`config.mk`:
```
export PLATFORM = sky130hd
export DESIGN_NAME = nmuldiv_unit_flat
export DESIGN_NICKNAME = d
export VERILOG_FILES = /design/src/rtl/nmuldiv_unit_if.sv /design/src/rtl/nmuldiv_unit.sv /design/src/flat_wrapper.sv
export SDC_FILE = /design/constraint.sdc
export NUM_CORES = 1
export LEC_CHECK = 0
export BUFFER_PORTS_ARGS = -buffer_cell sky130_fd_sc_hd__buf_2
export CAP_MARGIN = 10
export CORE_ASPECT_RATIO = 1.75
export CORE_MARGIN = 1.5
export CORE_UTILIZATION = 55
export DETAILED_ROUTE_END_ITERATION = 16
export HOLD_SLACK_MARGIN = 0.05
export PLACE_DENSITY_LB_ADDON = 0.3
export SYNTH_ARGS = -nofsm -noshare
export SYNTH_HDL_FRONTEND = slang
export SYNTH_SLANG_ARGS = --single-unit
```
`constraint.sdc`:
```
create_clock -name clk -period 12.1 [get_ports clk]
set_input_delay 2.42 -clock clk [delete_from_list [all_inputs] [get_ports clk]]
set_output_delay 2.42 -clock clk [all_outputs]
set_load 0.02 [all_outputs]
```
`src/rtl/nmuldiv_unit_if.sv`:
```
// Bus between the control unit and the multicycle multiply/divide unit.
// start/busy/done: start is sampled only while busy=0; done pulses for one cycle once hi/lo/Z/dbz are updated.
interface nmuldiv_unit_if #(parameter int N = 32);
  logic         start;
  logic [1:0]   op;
  logic [N-1:0] nA;
  logic [N-1:0] nB;
  logic         busy;
  logic         done;
  logic [N-1:0] hi;
  logic [N-1:0] lo;
  logic         Z;
  logic         dbz;
  logic [1:0]   dbg_state;

  modport master (output start, op, nA, nB,
                  input  busy, done, hi, lo, Z, dbz, dbg_state);
  modport slave  (input  start, op, nA, nB,
                  output busy, done, hi, lo, Z, dbz, dbg_state);
endinterface

```
`src/rtl/nmuldiv_unit.sv`:
```
// Multicycle MULT/MULTU/DIV/DIVU: shift-add multiply and restoring divide on
// operand magnitudes, one bit per cycle, with sign correction applied in FIX.
module nmuldiv_unit #(
  parameter int N = 32
) (
  input logic           clk,
  input logic           rst,
  nmuldiv_unit_if.slave bus
);
  localparam int CW = $clog2(N);

  typedef enum logic [1:0] {IDLE, RUN, FIX, DONE} state_t;
  state_t state, state_next;

  logic [1:0]     op_q;
  logic [N-1:0]   a_raw, a_mag, b_mag;
  logic           neg_q, neg_r;
  logic [CW-1:0]  cnt;
  logic [2*N-1:0] acc;
  logic [N:0]     rem;
  logic [N-1:0]   hi_q, lo_q;
  logic           z_q, dbz_q;

  logic           accept, is_div, b_zero, sgn_in;
  logic [N-1:0]   a_in_mag, b_in_mag;
  logic [N:0]     mul_sum, div_shift, rem_next;
  logic           div_ge;
  logic [2*N-1:0] acc_next, prod_fix;
  logic [N-1:0]   quo_fix, rem_fix, hi_fix, lo_fix;

  assign accept = bus.start && (state == IDLE || state == DONE);
  assign is_div = op_q[1];
  assign b_zero = (b_mag == '0);

  always_ff @(posedge clk or posedge rst) begin
    if (rst) state <= IDLE;
    else     state <= state_next;
  end

  always_comb begin
    state_next = state;
    case (state)
      IDLE:    if (accept) state_next = RUN;
      RUN:     if (cnt == '0) state_next = FIX;
      FIX:     state_next = DONE;
      DONE:    state_next = accept ? RUN : IDLE;
      default: state_next = IDLE;
    endcase
  end

  // Signed modes work on magnitudes; the most-negative value negates to itself,
  // which read as unsigned is exactly 2^(N-1).
  always_comb begin
    sgn_in   = ~bus.op[0];
    a_in_mag = (sgn_in && bus.nA[N-1]) ? -bus.nA : bus.nA;
    b_in_mag = (sgn_in && bus.nB[N-1]) ? -bus.nB : bus.nB;
  end

  // Multiply keeps {partial product, remaining multiplier bits} in acc; divide
  // keeps the dividend/quotient in acc[N-1:0] and the partial remainder in rem.
  always_comb begin
    mul_sum   = {1'b0, acc[2*N-1:N]} + (acc[0] ? {1'b0, a_mag} : '0);
    div_shift = {rem[N-1:0], acc[N-1]};
    div_ge    = (div_shift >= {1'b0, b_mag});
    acc_next  = acc;
    rem_next  = rem;
    if (is_div) begin
      rem_next = div_ge ? (div_shift - {1'b0, b_mag}) : div_shift;
      acc_next = {acc[2*N-1:N], acc[N-2:0], div_ge};
    end else begin
      acc_next = {mul_sum, acc[N-1:1]};
    end
  end

  always_comb begin
    prod_fix = neg_q ? -acc : acc;
    quo_fix  = neg_q ? -acc[N-1:0] : acc[N-1:0];
    rem_fix  = neg_r ? -rem[N-1:0] : rem[N-1:0];
    hi_fix   = prod_fix[2*N-1:N];
    lo_fix   = prod_fix[N-1:0];
    if (is_div) begin
      if (b_zero) begin
        hi_fix = a_raw;
        lo_fix = '1;
      end else begin
        hi_fix = rem_fix;
        lo_fix = quo_fix;
      end
    end
  end

  always_ff @(posedge clk or posedge rst) begin
    if (rst) begin
      op_q  <= '0;
      a_raw <= '0;
      a_mag <= '0;
      b_mag <= '0;
      neg_q <= 1'b0;
      neg_r <= 1'b0;
      cnt   <= '0;
      acc   <= '0;
      rem   <= '0;
      hi_q  <= '0;
      lo_q  <= '0;
      z_q   <= 1'b0;
      dbz_q <= 1'b0;
    end else if (accept) begin
      op_q  <= bus.op;
      a_raw <= bus.nA;
      a_mag <= a_in_mag;
      b_mag <= b_in_mag;
      neg_q <= sgn_in && (bus.nA[N-1] ^ bus.nB[N-1]);
      neg_r <= sgn_in && bus.op[1] && bus.nA[N-1];
      cnt   <= CW'(N - 1);
      rem   <= '0;
      acc   <= bus.op[1] ? {{N{1'b0}}, a_in_mag} : {{N{1'b0}}, b_in_mag};
    end else if (state == RUN) begin
      acc <= acc_next;
      rem <= rem_next;
      cnt <= cnt - CW'(1);
    end else if (state == FIX) begin
      hi_q  <= hi_fix;
      lo_q  <= lo_fix;
      z_q   <= ({hi_fix, lo_fix} == '0);
      dbz_q <= is_div && b_zero;
    end
  end

  assign bus.busy      = (state == RUN) || (state == FIX);
  assign bus.done      = (state == DONE);
  assign bus.hi        = hi_q;
  assign bus.lo        = lo_q;
  assign bus.Z         = z_q;
  assign bus.dbz       = dbz_q;
  assign bus.dbg_state = state;
endmodule

```
`src/flat_wrapper.sv`:
```
// flat-port wrapper written by rule: the top's interface ports become plain ports
module nmuldiv_unit_flat 
#(
  parameter int N = 32
)
  (clk, rst, bus_start, bus_op, bus_nA, bus_nB, bus_busy, bus_done, bus_hi, bus_lo, bus_Z, bus_dbz, bus_dbg_state);
  nmuldiv_unit_if #(.N(N)) bus_i ();
  input logic clk;
  input logic rst;
  input wire logic [$bits(bus_i.start)-1:0] bus_start;
  input wire logic [$bits(bus_i.op)-1:0] bus_op;
  input wire logic [$bits(bus_i.nA)-1:0] bus_nA;
  input wire logic [$bits(bus_i.nB)-1:0] bus_nB;
  output wire logic [$bits(bus_i.busy)-1:0] bus_busy;
  output wire logic [$bits(bus_i.done)-1:0] bus_done;
  output wire logic [$bits(bus_i.hi)-1:0] bus_hi;
  output wire logic [$bits(bus_i.lo)-1:0] bus_lo;
  output wire logic [$bits(bus_i.Z)-1:0] bus_Z;
  output wire logic [$bits(bus_i.dbz)-1:0] bus_dbz;
  output wire logic [$bits(bus_i.dbg_state)-1:0] bus_dbg_state;
  assign bus_i.start = bus_start;
  assign bus_i.op = bus_op;
  assign bus_i.nA = bus_nA;
  assign bus_i.nB = bus_nB;
  assign bus_busy = bus_i.busy;
  assign bus_done = bus_i.done;
  assign bus_hi = bus_i.hi;
  assign bus_lo = bus_i.lo;
  assign bus_Z = bus_i.Z;
  assign bus_dbz = bus_i.dbz;
  assign bus_dbg_state = bus_i.dbg_state;
  nmuldiv_unit #(.N(N)) u_core (.clk(clk), .rst(rst), .bus(bus_i));
endmodule
```
======== Yosys cells after proc, flatten, opt, wreduce, memory -nomap -nowiden ========
Index checks and enable logic that the tools add are counted.
cells by class
  muxes and demuxes ....................... 24
  add/sub/neg operators ................... 8
  magnitude comparators ................... 1
  $mul .................................... 0
  shift operators ......................... 0
  bitwise logic cells ..................... 4
  equality and inequality tests ........... 6
  reductions and logical operators ........ 19
  divide/modulo/power cells ............... 0
operator list
  kind                   count
  $mux W32               14
  $mux W64               4
  $neg A32 Y32           4
  $logic_not A64 Y1      1
  $neg A64 Y64           1
  $add A32 B33 Y33       1
  $ge A33 B32 Y1         1
  $logic_not A32 Y1      1
  $sub A32 B32 Y32       1
  $mux W5                2
  $pmux W2 S4            1
  $logic_and A1 B1 Y1    7
  $reduce_and A2 Y1      3
  $logic_not A5 Y1       1
  $sub A5 B1 Y5 const B  1
  $eq A2 B2 Y1 const B   2
  $mux W2                2
  $ne A2 B1 Y1 const B   2
  $reduce_bool A2 Y1     2
  $not A1 Y1             3
  $reduce_and A3 Y1      1
  $eq A2 B1 Y1 const B   1
  $logic_not A2 Y1       1
  $logic_or A1 B1 Y1     2
  3 further kinds        3
word-level totals
  ROM bits ................................ 0
  bits in latches ......................... 0
  output and inout port bits .............. 70
  RAM bits ................................ 0
  input port bits ......................... 69
  register bits after elaboration ......... 269
  logic and storage cells ................. 77
  memories ................................ 0

======== Longest topological paths before layout ========
Gate-level depths: netlist of run 1.
  word-level depth ........................ 5
  gate-level depth with buffers ........... 16
  depth with buffers taken out ............ 15

======== Worst setup path after synthesis of run 1 ========
No wires, ideal clock.
  path type ............................... input to register
  start point ............................. input bus_nA[16]
  end point ............................... register u_core.acc[30]
  path slack .............................. 7.447 ns
  arrival time ............................ 4.535 ns
  library setup time ...................... 0.118 ns
  path buffers ............................ 0
  data required time ...................... 11.982 ns
  stages on the path ...................... 9
  cell sequence ........................... or4_1 nor4_1 nand2b_1 or2_2 o31ai_1 o21ai_0 xnor2_1 mux2i_1 a21o_1
on the way
  word-level cells in the longest chain between the ends .. 4
ends and longest elaborated chain
  element               line                 RTL
  start, declared       flat_wrapper.sv:12   input wire logic [$bits(bus_i.nA)-1:0] bus_nA;
  $neg A32 Y32          nmuldiv_unit.sv:55   a_in_mag = (sgn_in && bus.nA[N-1]) ? -bus.nA : bus.nA;
  $mux W32              nmuldiv_unit.sv:55
  $mux W32              nmuldiv_unit.sv:116  acc <= bus.op[1] ? {{N{1'b0}}, a_in_mag} : {{N{1'b0}}, b_in_mag};
  $mux W64              nmuldiv_unit.sv:107  end else if (accept) begin
  end signal, assigned  nmuldiv_unit.sv:116
  end signal, assigned  nmuldiv_unit.sv:118  acc <= acc_next;
  end, declared         nmuldiv_unit.sv:19   logic [2*N-1:0] acc;
No other way between the ends.
A chain may end at the register's enable or synchronous reset.

======== Final worst setup path of run 1 ========
  start point ............................. register u_core.acc[26]
  end point ............................... register u_core.z_q, in the netlist u_core.bus.Z
on the way
  word-level cells in the longest chain between the ends .. 5
  elaborated cells on any way between the ends .. 8
  classes of those cells .................. 2 x add/sub; 5 x mux; 1 x reduce/logical
ends and longest elaborated chain
  element                line                 RTL
  $neg A32 Y32           nmuldiv_unit.sv:77   quo_fix = neg_q ? -acc[N-1:0] : acc[N-1:0];
  $mux W32               nmuldiv_unit.sv:77
  $mux W32               nmuldiv_unit.sv:82   if (b_zero) begin
  $mux W32               nmuldiv_unit.sv:81   if (is_div) begin
  $logic_not A64 Y1 (*)  nmuldiv_unit.sv:124  z_q <= ({hi_fix, lo_fix} == '0);
  end signal, assigned   nmuldiv_unit.sv:124
  end, declared          nmuldiv_unit.sv:22   logic z_q, dbz_q;
Mark *: on every way between the ends. The rest lies on a longest branch, timed or not.

==> results.txt, run 1 <==
The run finished with clean final reports. The count of TritonRoute iterations in the first routing pass came out at 6. The number of standard cells in the layout, taps in and fillers out is 2819.

The count of state elements after synthesis is 267. The post-detailed-route wirelength per cell is 22.6 microns. STA puts the critical path data required time at 12.57 ns.

After global routing the overflow that remains totals 0. The share of total power dissipated in sequential elements is 31.8%. The number of global-route vias before repair is 16959.

Adding up every negative setup slack in the final design gives 0 ns. The floorplan has 89 rows. Of the cells placed in the final design, the portion with a size suffix greater than 1 is 11.5%. The largest area contributor in the netlist is sky130_fd_sc_hd__dfrtp_1. The maximum clock path buffer count came out at 3. The slack of the critical path came out at 6.92 ns.

In this run switching power makes up 48.5% of total power. The post-CTS repair timing setup buffer count came out at 0. The count of buffers inserted at the top-level ports is 138. The final cycle utilization of the critical path came out at 42.8%. The clock network fraction of design power is 15.8%. The placed instances occupy a cell area of 0.0198 sq mm.

The critical path launch point is u_core.acc[26]. The switching power is 2.70 mW. The worst-case vdd ir drop came out at 0.171 mV. Post-CTS repair changed the size of 0 cells. The smallest clock period supported by the final layout is computed as 5.18 ns. The worst register-to-register path begins at u_core.acc[26]. The power share of the combinational group is 52.4%.

OpenSTA, run right after detailed placement, puts the worst setup slack at 6.64 ns. The half-perimeter wire length of the detailed placement result came out at 48500 microns. The congestion estimate from routability-driven global placement came to 1.05.

In the post-synthesis netlist, the biggest area contributors are sky130_fd_sc_hd__dfrtp_1 (35%), sky130_fd_sc_hd__nand2_1 (7.0%), sky130_fd_sc_hd__o21ai_0 (6.3%). The x dimension of the die is 143 microns. The overall via count from detail_route is 17682. The slew of the pin with the lowest slew margin came out at 1.36 ns. Among the stages of the critical path, the cell type that occurs most often is sky130_fd_sc_hd__nor4_1. The summed area of non-filler cells in the final layout came out at 0.0207 sq mm. The share of flip-flops with an asynchronous set or reset is 100%. Entering global routing, the biggest net connects 132 pins.

The remaining max-slew budget at the tightest pin came out at 8.01%. The total clock buffers created by CTS came out at 27. The number of instances in the synthesized netlist is 2292. Between clock sinks in the finished design, the worst skew comes to 0.0240 ns.

The commonest cells after synthesis are sky130_fd_sc_hd__nand2_1 (354), sky130_fd_sc_hd__dfrtp_1 (267), sky130_fd_sc_hd__o21ai_0 (238). The path type of the worst min-delay path is reg2reg. Yosys mapped a number of flops with a built-in enable equal to 0.

Internal power comes to 2.87 mW. The residual antenna-violating net count after detailed routing is 0. The synthesized area came out at 0.0189 sq mm. The number of vias per cell is 6.27. The number of maximum-capacitance violations is 0.

The cell at the root of the clock tree is sky130_fd_sc_hd__clkbuf_16. Compared with the post-synthesis result, the final layout area differs by 9.76%. The overall track demand over capacity in global routing is 36.0%. The most instantiated library cell after synthesis is sky130_fd_sc_hd__nand2_1. The deepest level of the CTS H-tree is 1. The count of clock tree sinks is 267. The post-detailed-routing wire length came out at 63600 microns.

139 I/O pins were placed. The setup path with the least slack is of type reg2reg. The net count of the finished layout is 2485. The filler cells instantiated in the layout total 3039. The total setup violations reported at the end of the flow came out at 0. STA classifies the critical path startpoint as a register. The placed cell count is 2765. The count of synthesis-stage warnings from yosys came out at 0.

The effective utilization at floorplan came out at 56.0%. The clock-pin transition on the worst setup and hold timing paths came out at 0.07 ns. The final core area utilization is 61.4%.

The delay of the slowest cell on the worst path is 0.72 ns. The number of nets produced by synthesis is 2438. The fraction of the yosys area taken by sequential cells came out at 35.4%. Of all nets on the critical path, the largest fanout is 10. The first global-routing pass estimated 96700 microns of wire. At the later pin of the worst-skew pair, clock insertion delay measures 0.58 ns.

The worst setup path is captured at a register. Setup repair after global routing left no endpoint under its margin. TritonCTS built the clock tree.

On the critical path, the stage with the largest delay is an instance of sky130_fd_sc_hd__nor2_1. The critical path data arrival time came out at 5.65 ns. Derived from the worst setup path, the maximum achievable clock frequency is 0.193 GHz. After floorplanning, the core was sized to cover 0.0337 sq mm. The power density relative to cell area came out at 269 mW/mm^2. The share of Yosys cell area claimed by the top area cell type is 35.4%. The number of max-slew violations in the final report came to 0. The worst hold path begins at u_core.a_raw[19].

The count of distinct cell types in the synthesized netlist is 69. The mean post-synth cell area is 8.24 sq um. In this run the static leakage power is 9.51 nW. Among all flip-flop cells after synthesis, the most frequent one is sky130_fd_sc_hd__dfrtp_1. The die footprint is 0.0355 sq mm. The quantity of hold-fixing buffers added after cts is 0. For this run, design rule violations remaining after detail routing come to 0. Walking the worst path, the cells encountered are nor2_1 > or4b_2 > nor4_1 > nand2b_1 > xnor2_1 > or4_1 > nor4_1 > nand4_1 > nor4_1 > nand4_1 > o32ai_2. The number of antenna violations at the first check in global routing came to 4. The final number of hold-violating endpoints is 0.

The die outline height came out at 248 microns. The iteration-0 DRC count of the detailed router is 1399.
[power by group through the flow]
stage	combinational (mW)	sequential (mW)	clock [mW]
finish	2.92	1.77	0.878
global route	3.21	1.81	0.917
CTS	2.88	1.75	0.887
detailed placement	2.87	1.77	0
global placement	2.81	1.75	0
floorplan	2.09	1.66	0
[metal layers]
metal  wire length [microns]  track usage [%]
met4                    6610             31.5
met2                   30400             60.1
met5                      12                0
met1                   22600             39.6
met3                    3950             5.34
[flip-flops by register name, indices dropped and copies added (netlist names), 2 cells and up]
name and flops:
u_core.b_mag 32, u_core.bus.dbg_state 2, u_core.bus.lo 32, u_core.cnt 5, u_core.a_raw 31, u_core.rem 32
u_core.acc 64, u_core.a_mag 32, u_core.bus.hi 32
[critical path, delay by kind of cell (launching register included)]
family,cells,cell delay (ns)
simple gates,9,4.09
flops,1,0.58
compound gates,1,0.26
xor+xnor,1,0.13
[through the flow]
step                hold WS, ns  total power [mW]
floorplan                 0.438              3.75
global placement          0.453              4.56
detailed placement        0.457              4.63
CTS                       0.472              5.52
global route              0.499              5.93
finish                    0.471              5.57
[cell type report]
cell class | instances | area (sq um) | area share (%)
Timing Repair Buffer | 157 | 833 | 4.02
Clock buffer | 34 | 732 | 3.53
Sequential cell | 267 | 6690 | 32.3
Clock inverter | 16 | 173 | 0.833
Tap cell | 455 | 569 | 2.75
Inverter | 79 | 304 | 1.47
Antenna cell | 4 | 10.0 | 0.0483
Multi-Input combinational cell | 1807 | 11400 | 55.1
[cell families after synthesis]
group	Yosys count	synth area share (%)
adder cells (fa/ha/maj)	77	5.18
XOR/XNOR	204	9.46
AND/OR/NAND/NOR	799	19.6
buffers and inverters	218	4.43
flip-flops	267	35.4
multiplexers	84	4.60
AO/OA/AOI/OAI	643	21.3
[path summary, 6_finish.rpt]
check / end / slack (ns) / cells past startpoint
worst max-delay path: u_core.bus.Z / 6.92 / 11
worst min-delay path: u_core.a_raw[19] / 0.47 / 2
worst max register to register: u_core.bus.Z / 6.92 / 11
worst min register to register: u_core.a_raw[19] / 0.47 / 2
max in group asynchronous: u_core.op_q[1] / 8.49 / 3
min in group asynchronous: u_core.bus.lo[12] / 2.04 / 2
[placed cells by master, fill, tap and decap left out, drive strengths merged, types with 36 or more instances in the layout]
master  synthesis  final
nand2b         36     36
o21ai         238    238
xor2           99     99
a21oi         140    140
buf            23    157
inv            77     80
nand2         354    354
nor2          166    166
mux2i          61     61
xnor2         105    105
ha             75     75
dfrtp         267    267
(Power assumes the default switching activity.)
==> run 2, diff against run 1 <==
--- a/config.mk
+++ b/config.mk
@@ -5,6 +5,7 @@
 export SDC_FILE = /design/constraint.sdc
 export NUM_CORES = 1
 export LEC_CHECK = 0
+export ABC_AREA = 1
 export BUFFER_PORTS_ARGS = -buffer_cell sky130_fd_sc_hd__buf_2
 export CAP_MARGIN = 10
 export CORE_ASPECT_RATIO = 1.75
==> constraint.sdc (replaced) <==
create_clock -name clk -period 5.01 [get_ports clk]
set_input_delay 1.002 -clock clk [delete_from_list [all_inputs] [get_ports clk]]
set_output_delay 1.002 -clock clk [all_outputs]
set_load 0.02 [all_outputs]
==> run 2 against run 1 <==
Sequential power up 140%. Cell count grew 32%. Via count rose by 31%. Register-to-register slack worse by 5.8 ns. Area after synthesis is 9.3% higher. Critical path depth is the same.
==> results.txt, run 2 <==
The run finished with clean final reports. The clock-pin transition on the worst setup and hold timing paths is 0.07 ns (about the same). The placed cell count is 3674 (+33%). In the synthesized netlist the dominant register cell turns out to be sky130_fd_sc_hd__dfrtp_1. The final number of hold-violating endpoints came out at 0 (unchanged). The top layer used by detailed routing is met4. The total I/O pin count is 139 (unchanged). The highest clock rate came out at 0.260 GHz (+35%). The count of filler cells inserted in the layout came out at 3456 (+14%). The iteration-0 DRC count of the detailed router came to 2324 (+66%).

The count of TritonRoute iterations in the first routing pass came out at 7 (+1). The quantity of hold-fixing buffers added after cts is 0 (unchanged). The share of flip-flops with an asynchronous set or reset came out at 100% (unchanged).

The total clock buffers created by CTS is 27 (unchanged). The path class of the tightest hold or removal check is in2async. The die outline height came to 259 microns (+4.5%). CTS placed an instance of sky130_fd_sc_hd__clkbuf_16 at the clock tree root.

The combined area of the multi-input logic cells is 0.0120 sq mm (+5.3%). The number of vias per cell is 6.21 (-0.92%). The effective utilization at floorplan is 55.9% (about the same). The synthesized area is 0.0206 sq mm (+9.3%).

The mean post-synth cell area came out at 6.58 sq um (-20%). The count of nets after finishing was 3375 (+36%). The later-pin clock latency in the skew report is 0.61 ns (+0.03 ns).

The total met3 wirelength after detailed routing came out at 7090 microns (+80%). The number of buffers and inverters on the critical path came out at 3 (+3). The synthesized design spends more area on one cell type than any other, namely sky130_fd_sc_hd__dfrtp_1.

The worst hold slack across all endpoints is 0.359 ns (-0.111 ns). The proportion of layout cells with a drive suffix above 1 is 8.83% (-2.6 points). The clock period minus final worst setup slack is 3.84 ns (-1.34 ns). The register with the highest flop count is u_core.acc.

The number of max-slew violations in the final report came to 0 (unchanged). The maximum fanout encountered on the critical timing path is 26 (+16). The length of routed wiring on met1 is 28800 microns (+28%). The worst setup path is launched from a register. TritonCTS built the clock tree. The post-detailed-routing wire length came to 88300 microns (+39%). Traced cell by cell, the critical path runs through buf_16 > nand2_1 > inv_1 > ha_1 > nand2_1 > nor2_1 > inv_1 > nor4_1 > nand4_1 > a21oi_1 > o22ai_1. The number of antenna violations at the first check in global routing is 3 (-1). The area overhead of the layout relative to synthesis came out at 9.90%. The maximum clock path buffer count came to 3 (unchanged).

The number of maximum-capacitance violations came out at 0 (unchanged). The final routed DRC violation total is 0 (unchanged). The share of Yosys cell area claimed by the top area cell type is 32.4% (-3.0 points).

The first-pass GRT wire length was 132000 microns (+36%). The number of nets produced by synthesis came out at 3284 (+35%). The number of instances in the synthesized netlist is 3138 (+37%).

The remaining max-slew budget at the tightest pin came out at 16.4% (+8.4 points). The slack of the critical path is 1.17 ns (-5.75 ns). The fraction of the yosys area taken by sequential cells is 32.4% (-3.0 points). The most frequent standard cell in the layout excluding fill and tap cells is sky130_fd_sc_hd__nand2_1. The number of rows created at floorplan came out at 93 (+4.5%). Yosys attributes the largest share of cell area to sky130_fd_sc_hd__dfrtp_1 (32%), sky130_fd_sc_hd__nand2_1 (15%), sky130_fd_sc_hd__nor2_1 (7.2%).

The required time of the critical path came out at 5.47 ns (-7.10 ns). The count of synthesis-stage warnings from yosys was 0 (unchanged). The overall track demand over capacity in global routing came out at 45.6% (+9.7 points). The count of distinct cell types in the synthesized netlist was 61 (-12%). The total power of the final layout came to 18.3 mW (+230%).

The power density relative to cell area is 808 mW/mm^2 (+200%). The final setup TNS is 0 ns (unchanged). The most instantiated library cell after synthesis is sky130_fd_sc_hd__nand2_1.

The number of standard cells in the layout, taps in and fillers out is 3727 (+32%). The worst-case vdd ir drop came out at 0.658 mV (+280%). The count of flip-flops with a built-in enable after synthesis came to 0 (unchanged). The number of global-route vias before repair came out at 22386 (+32%).

Leaving out fill and tap cells, the most frequent cells in the layout are sky130_fd_sc_hd__nand2_1 (813), sky130_fd_sc_hd__nor2_1 (395), sky130_fd_sc_hd__inv_1 (379). The critical path is of the reg2reg type. The critical path data arrival time is 4.30 ns (-1.35 ns). The worst-case clock skew is 0.0426 ns (+0.0186 ns). Setup repair after global routing left no endpoint under its margin. The die footprint is 0.0387 sq mm (+9.1%). The flip-flop count of the largest register, all copies and words added came out at 64 (unchanged). The area inside the core boundary is 0.0369 sq mm (+9.3%).

The leftover overflow at the end of global routing is 0 (unchanged). The deepest level of the CTS H-tree came out at 1 (unchanged). The endpoint kind of the worst setup timing path is a register. The half-perimeter wire length of the detailed placement result came to 70100 microns (+44%).

The post-placement worst setup slack was 0.984 ns (-5.65 ns). The commonest cells after synthesis are sky130_fd_sc_hd__nand2_1 (813), sky130_fd_sc_hd__nor2_1 (397), sky130_fd_sc_hd__inv_1 (380). The library cell contributing the largest single delay on the critical path is sky130_fd_sc_hd__nor4_1. The x dimension of the die was 149 microns (+4.4%). The residual antenna-violating net count after detailed routing came out at 0 (unchanged). The delay of the slowest cell on the worst path came to 0.94 ns (+0.22 ns).

The total of cells resized after clock tree synthesis was 0 (unchanged). The overall via count from detail_route is 23162 (+31%). The register area came out at 0.00668 sq mm (about the same). The count of state elements after synthesis came to 267 (unchanged). In this design, the largest share of critical-path delay is due to simple AND/OR/NAND/NOR gates. The summed area of non-filler cells in the final layout came out at 0.0227 sq mm (+9.4%).

The count of clock tree sinks is 267 (unchanged). The final core area utilization was 61.5% (about the same). The placement-stage cell area came out at 0.0217 sq mm (+9.5%). The largest net degree at the start of global routing was 160 (+21%). The final cycle utilization of the critical path is 76.7% (+34 points). The last weighted congestion value of the routability-driven placer came out at 1.11 (+6.3%).

The post-CTS repair timing setup buffer count is 0 (unchanged). The post-detailed-route wirelength per cell came out at 23.7 microns (+5.1%). The slew of the pin with the lowest slew margin was 1.25 ns (-0.110 ns).

The count of buffers inserted at the top-level ports is 138 (unchanged). The routed wire length on met2 is 41300 microns (+36%). The static leakage was 11.4 nW (+20%). The total setup violations reported at the end of the flow is 0 (unchanged).
==> run 2: cells by family after synthesis <==
family                   count (synthesis)  share of synthesized area (%)
AO/OA/AOI/OAI                          612                           16.9
AND/OR/NAND/NOR                       1590                           32.6
buffers and inverters                  498                           9.40
XOR/XNOR                                94                           3.99
flip-flops                             267                           32.4
adder cells (fa/ha/maj)                 77                           4.74
==> run 2: metal layers <==
| metal | global-route usage, % | vias to the layer above |
|---|---|---|
| met5 | 0 | - |
| met4 | 45.9 | 0 |
| met3 | 7.56 | 511 |
| li1 | - | 10471 |
| met1 | 48.4 | 10800 |
| met2 | 74.7 | 1380 |
==> run 2: layout make-up <==
cell class	count	area share, %
diodes	3	0.0331
clock buffers	37	3.28
clock inverters	12	0.921
inverters	398	6.61
multi-input cells	2373	53.0
flip-flops and latches	267	29.5
well taps	475	2.62
repair buffers	162	4.04
==> run 2: report_power, final <==
group / internal, mW / switching [mW] / total (mW)
logic: 3.48 / 8.30 / 11.8
registers: 3.14 / 1.14 / 4.28
clock network: 1.30 / 0.959 / 2.26
total: 7.93 / 10.4 / 18.3
==> run 2: final timing paths <==
path	startpoint	cells after the start	endpoint	slack, ns
min in group clk	u_core.bus.lo[2]	2	u_core.bus.lo[2]	0.48
max reg2reg	u_core.acc[0]	11	u_core.acc[62]	1.17
min reg2reg	u_core.bus.lo[2]	2	u_core.bus.lo[2]	0.48
max	u_core.acc[0]	11	u_core.acc[62]	1.17
max in group asynchronous	rst	3	u_core.a_raw[30]	3.48
min	rst	2	u_core.bus.lo[28]	0.36
